<file path="config.mk">
export PLATFORM = sky130hd
export DESIGN_NAME = param_instruction_reg
export DESIGN_NICKNAME = d
export VERILOG_FILES = /design/src/rtl/jtag_types_pkg.sv /design/src/rtl/param_instruction_reg.sv
export SDC_FILE = /design/constraint.sdc
export NUM_CORES = 1
export LEC_CHECK = 0
export BUFFER_PORTS_ARGS = -buffer_cell sky130_fd_sc_hd__buf_4
export CORE_MARGIN = 5
export CORE_UTILIZATION = 41
export CTS_BUF_LIST = sky130_fd_sc_hd__clkbuf_16
export DETAILED_ROUTE_END_ITERATION = 16
export PLACE_DENSITY = 0.65
export SYNTH_ARGS = -nofsm -noshare
export SYNTH_HDL_FRONTEND = slang
export SYNTH_SLANG_ARGS = --single-unit
</file>
<file path="constraint.sdc">
create_clock -name TCK -period 1.65 [get_ports TCK]
set_input_delay 0.0825 -clock TCK [delete_from_list [all_inputs] [get_ports TCK]]
set_output_delay 0.0825 -clock TCK [all_outputs]
set_load 0.005 [all_outputs]
</file>
<file path="src/rtl/jtag_types_pkg.sv">
// Shared JTAG instruction-register types and opcodes.
// Opcode constants are sized by the package default IR length.
package jtag_types_pkg;

    localparam int unsigned IR_WIDTH = 5;

    typedef logic [IR_WIDTH-1:0] instruction_t;

    localparam instruction_t BYPASS = '1;
    localparam instruction_t IDCODE = 5'b00001;
    localparam instruction_t SAMPLE = 5'b00010;
    localparam instruction_t EXTEST = 5'b00000;

    // Width needed to count 0..w inclusive.
    function automatic int unsigned cnt_width(int unsigned w);
        return $clog2(w + 1);
    endfunction

endpackage

</file>
<file path="src/rtl/param_instruction_reg.sv">
// JTAG instruction register: capture/shift stage plus update stage with
// length and opcode-support checking on every update.
module param_instruction_reg #(
    parameter int unsigned             IR_WIDTH    = 5,
    parameter logic [IR_WIDTH-1:0]     RESET_INSTR = IR_WIDTH'(jtag_types_pkg::IDCODE),
    parameter logic [2**IR_WIDTH-1:0]  SUPPORTED   = '1
) (
    input  logic                TCK,
    input  logic                nTRST,
    input  logic                TDI,
    input  logic                ir_capture,
    input  logic                ir_shift,
    input  logic                ir_update,
    input  logic                tlr_reset,
    input  logic [IR_WIDTH-3:0] capture_status,
    output logic                TDO,
    output logic [IR_WIDTH-1:0] parallel_out,
    output logic                instr_valid,
    output logic                update_pulse,
    output logic                len_error
);
    import jtag_types_pkg::*;

    localparam int unsigned CntW = cnt_width(IR_WIDTH);
    localparam logic [CntW-1:0] FullCnt = CntW'(IR_WIDTH);
    localparam logic [IR_WIDTH-1:0] Bypass = '1;

    logic [IR_WIDTH-1:0] shift_reg_q, shift_reg_d;
    logic [CntW-1:0]     shift_cnt_q, shift_cnt_d;
    logic [IR_WIDTH-1:0] instr_q, instr_d;
    logic                valid_q, valid_d;
    logic                len_err_q, len_err_d;
    logic                pulse_q, pulse_d;

    always_comb begin
        shift_reg_d = shift_reg_q;
        shift_cnt_d = shift_cnt_q;
        instr_d     = instr_q;
        valid_d     = valid_q;
        len_err_d   = len_err_q;
        pulse_d     = 1'b0;

        // Strobes are mutually exclusive by priority; lower ones are dropped.
        if (ir_update) begin
            pulse_d = 1'b1;
            if (shift_cnt_q < FullCnt) begin
                instr_d   = Bypass;
                valid_d   = 1'b0;
                len_err_d = 1'b1;
            end else if (!SUPPORTED[shift_reg_q]) begin
                instr_d = Bypass;
                valid_d = 1'b0;
            end else begin
                instr_d   = shift_reg_q;
                valid_d   = 1'b1;
                len_err_d = 1'b0;
            end
        end else if (ir_capture) begin
            shift_reg_d = {capture_status, 2'b01};
            shift_cnt_d = '0;
        end else if (ir_shift) begin
            shift_reg_d = {TDI, shift_reg_q[IR_WIDTH-1:1]};
            // Saturate so over-long shifts still count as complete.
            if (shift_cnt_q != FullCnt) begin
                shift_cnt_d = shift_cnt_q + CntW'(1);
            end
        end
    end

    always_ff @(posedge TCK) begin
        if (!nTRST || tlr_reset) begin
            shift_reg_q <= '0;
            shift_cnt_q <= '0;
            instr_q     <= RESET_INSTR;
            valid_q     <= 1'b1;
            len_err_q   <= 1'b0;
            pulse_q     <= 1'b0;
        end else begin
            shift_reg_q <= shift_reg_d;
            shift_cnt_q <= shift_cnt_d;
            instr_q     <= instr_d;
            valid_q     <= valid_d;
            len_err_q   <= len_err_d;
            pulse_q     <= pulse_d;
        end
    end

    assign TDO          = shift_reg_q[0];
    assign parallel_out = instr_q;
    assign instr_valid  = valid_q;
    assign len_error    = len_err_q;
    assign update_pulse = pulse_q;

endmodule

</file>
Word-level counts from Yosys, hierarchy flattened
Memory sizes are Yosys's and may differ from the RTL's. A register that Yosys moved wholly into a read port is not among the register bits.
Cells that the tools add are included.
{"block": "word_totals", "ff_bits": 16, "mem_bits_ro": 32, "output_inout_bits": 9, "memories": 1}
{"memory": "(name not given)", "depth": 32, "word_bits": 1, "read_ports": 1, "rd_clocked_by_memory_dff": 1, "wr": 0, "line_no": "param_instruction_reg.sv:50", "rtl": "end else if (!SUPPORTED[shift_reg_q]) begin"}
{"block": "op_classes", "n_addsub": 1, "magnitude_cmp": 2, "n_eq_ne": 1, "muxes": 15, "bitwise_logic": 1, "reduce_logical": 8}
{"operator": "5-bit 2-to-1 mux", "count": 6}
{"operator": "3-bit 2-to-1 mux", "count": 3}
{"operator": "5-bit by 6-bit less-than comparator with 1-bit output (second input constant)", "count": 1}
{"operator": "1-bit 2-to-1 mux", "count": 6}
{"operator": "2-bit nonzero test", "count": 3}
{"operator": "2-bit AND reduction", "count": 2}
{"operator": "3-bit by 1-bit adder with 3-bit output (second input constant)", "count": 1}
{"operator": "3-bit less-than comparator (second input constant)", "count": 1}
{"operator": "3-bit != test (second input constant)", "count": 1}
{"operator": "3-bit AND reduction", "count": 1}
{"operator": "1-bit zero test", "count": 1}
{"operator": "1-bit logical OR", "count": 1}
{"operator": "1-bit inverter", "count": 1}

Longest topological paths before layout
{"block": "depth", "word_depth": 4, "ltp_mapped": 5, "depth_no_buf": 5}

Worst setup path after synthesis
OpenSTA, ideal clock, no wires.
{"block": "synth_timing", "path_type": "reg2reg", "startpoint": "register shift_cnt_q[0]", "endpoint": "register shift_cnt_q[1]", "setup_ns": 0.092, "t_arrival_ns": 1.007, "setup_slack_ns": 0.550, "stages_incl_launch_ff": 5, "cell_sequence": "dfxtp_1 > ha_1 > a21boi_0 > o21ba_2 > o32ai_1"}
{"block": "synth_via", "elab_chain_len": 4, "word_cells_on_any_way": 7}
{"item": "from (decl)", "line_no": "param_instruction_reg.sv:29", "rtl": "logic [CntW-1:0] shift_cnt_q, shift_cnt_d;"}
{"item": "from (signal assigned)", "line_no": "param_instruction_reg.sv:80", "rtl": "shift_cnt_q <= shift_cnt_d;"}
{"item": "3-bit by 1-bit adder with 3-bit output", "line_no": "param_instruction_reg.sv:65", "rtl": "shift_cnt_d = shift_cnt_q + CntW'(1);"}
{"item": "3-bit 2-to-1 mux", "line_no": "param_instruction_reg.sv:64", "rtl": "if (shift_cnt_q != FullCnt) begin"}
{"item": "3-bit 2-to-1 mux", "line_no": "param_instruction_reg.sv:61", "rtl": "end else if (ir_shift) begin"}
{"item": "3-bit 2-to-1 mux", "line_no": "param_instruction_reg.sv:58", "rtl": "end else if (ir_capture) begin"}
Several ways; a longest one is shown, not always the timed one. The select of a mux whose other input is x is not followed.
A chain may end at the register's enable or synchronous reset.

Worst setup path in the final report
Same ends and word-level chain as after synthesis.

==> flow_summary.ini <==
[logic_synthesis]
yosys.area_share.adder = 0.0373
yosys-top-cells-area = dfxtp_1, o221a_2, mux2i_1, a211oi_1, ha_1
synthTopCellsByCount = dfxtp_1, nor2_1, o221a_2
ys_seq_elements = 16
netlist_instances = 64
seq_area_frac_synth = 0.478
muxShareOfSynthArea = 0.0448
syn_area_sq_um = 671
synth_xor_area_frac = 0
synth-edff-count = 0
synthSimpleGateAreaFrac = 0.127
ys_types = 25
yosys_warnings = 0
synth_top_area_frac = 0.478
synth_area_leader_cell = dfxtp_1
synth_top_family_by_area = compound AO/OA/AOI/OAI gates
async_flop_share = 0
syn-num-nets = 76
synth-compound-area-share = 0.254
ys.flop_type = dfxtp_1
syn_area_per_cell_sq_um = 10.5
synth_most_common_cell = dfxtp_1

[detailed_routing]
wl_per_cell_um = 13.4
routed_wl_um = 1340
ant_nets = 0
drt_iter0_drc = 2
dr.pass1.iters = 2
drc = 0
via_per_inst = 5.44
vias = 544

[global_route]
grt_pass1_wl_um = 2360
grt_max_degree = 15
grt_use_total = 0.127
antenna_found_initial = 0
grt_overflow = 0
grt_pass1_vias = 548

[clock_network]
cts-buffers-inserted = 3
cts-hold-fix-buffers = 0
clock-sinks = 16
cts.htree.levels = 1
clk_latency_ns = 0.24
clockRootBuffer = clkbuf_16
ctsResizeCount = 0
clockBufferDepth = 2
clk_pin_slew_ns = 0.05
cts_setup_buffers = 0
cts_tree = done

[setup_path]
path_buf_inv = 0
critPathKind = reg -> reg
critPathRequiredTime_ns = 1.80
cp_top_family = compound AO/OA/AOI/OAI gates
endpoint_kind = register
cp.arrival_ns = 1.36
cp_max_fo = 5
max_stage_delay_ns = 0.40
cp-start-kind = register
cp_cell_sequence = ha_1, a21boi_0, o21ba_2, o32ai_1
crit_slowest_cell = dfxtp_1

[timing]
fin_crit_ns = 1.21
setup_violations = 0
fmax_ghz = 0.826
maxSlewHeadroom = 0.824
clock_skew_ns = 0.00205
drv_slew = 0
max_slew.worst_pin.slew_ns = 0.264
setup_tns_ns = 0
whs_ns = 0.177
hold_viol = 0
rsz0062_at_grt = false
period_share = 0.734

[place]
place_area_sq_um = 812
io_buffers = 18
gp_congestion = 0.673
dp_hpwl_um = 937

[die]
io-pin-count = 19
rows = 14
die_y_um = 50.4
die_w_um = 50.4
fp.dieArea_sq_mm = 0.00254
initial_utilization = 0.440
core_sq_mm = 0.00152

[final_layout]
layout-drive-gt1-share = 0.357
area_growth_syn_to_layout_pct = 32.8
layout.nets = 97
num_antenna_cells = 0
final_area_sq_um = 891

[power]
vdd.ir_drop.worst_v = 0.000851
p_per_area_mw_per_mm2 = 1070
p_leak_nw = 0.383
finalPower_mw = 0.956

[worst_hold_path]
min_path_type = in -> reg

[flow_run]
cap_violations = 0

[run_status]
status = finished clean
[flip-flops by register name, indices dropped and copies added, names as in the netlist]
| signal | flops |
|---|---|
| len_error | 1 |
| shift_cnt_q | 3 |
| shift_reg_q | 5 |
| update_pulse | 1 |
| instr_valid | 1 |
| parallel_out | 5 |
[layout make-up]
type,count,area (sq um)
tap,16,20.0
fill,144,633
clock inverter,1,3.75
sequential,16,320
multi-input combinational,41,310
inverter,3,11.3
clock buffer,3,75.1
timing repair buffer,20,150
[routing by layer]
layer / vias to the layer above / share of wire / global-route usage / wire [um]
met4: 0 / 0.028 / 0.0894 / 38
met1: 244 / 0.41 / 0.146 / 551
met3: 5 / 0.090 / 0.0562 / 120
met5: - / 0 / 0 / 0
met2: 18 / 0.47 / 0.186 / 627
li1: 277 / - / - / -
[metrics by stage]
stage,utilization,setup WS (ns),std cells
after global routing,0.585,0.294,100
after detailed placement,0.533,0.437,96
after floorplan,-,0.550,64
after CTS,0.585,0.427,100
after global placement,0.533,0.481,96
final,0.585,0.439,100
[layout by cell type, fill, tap and decap left out, types with 2 or more instances in the layout]
master     Yosys  final
a211oi_1       4      4
buf_4          1     20
clkbuf_16      0      3
dfxtp_1       16     16
ha_1           2      2
inv_1          3      3
mux2i_1        3      3
nand2_1        4      4
nand2b_1       2      2
nand3_1        2      2
nor2_1         6      6
o221a_2        5      5
o22ai_1        2      2
[final timing paths]
path / start / end / slack (ns) / cells past startpoint
max reg2reg: shift_cnt_q[0] / shift_cnt_q[1] / 0.44 / 4
min: ir_update / update_pulse / 0.18 / 2
min reg2reg: parallel_out[0] / parallel_out[0] / 0.48 / 2
max: shift_cnt_q[0] / shift_cnt_q[1] / 0.44 / 4
[where the power goes]
group,switching [mW],internal [mW],total [mW]
combinational,0.0351,0.0468,0.0819
clock,0.145,0.321,0.466
sequential,0.00757,0.400,0.408
total,0.188,0.768,0.956
[cells by family after synthesis]
family                   after synthesis
AO/OA/AOI/OAI                         19
AND/OR/NAND/NOR                       17
flip-flops                            16
buffers and inverters                  7
multiplexers                           3
adder cells (fa/ha/maj)                2
(Power assumes the default switching activity.)
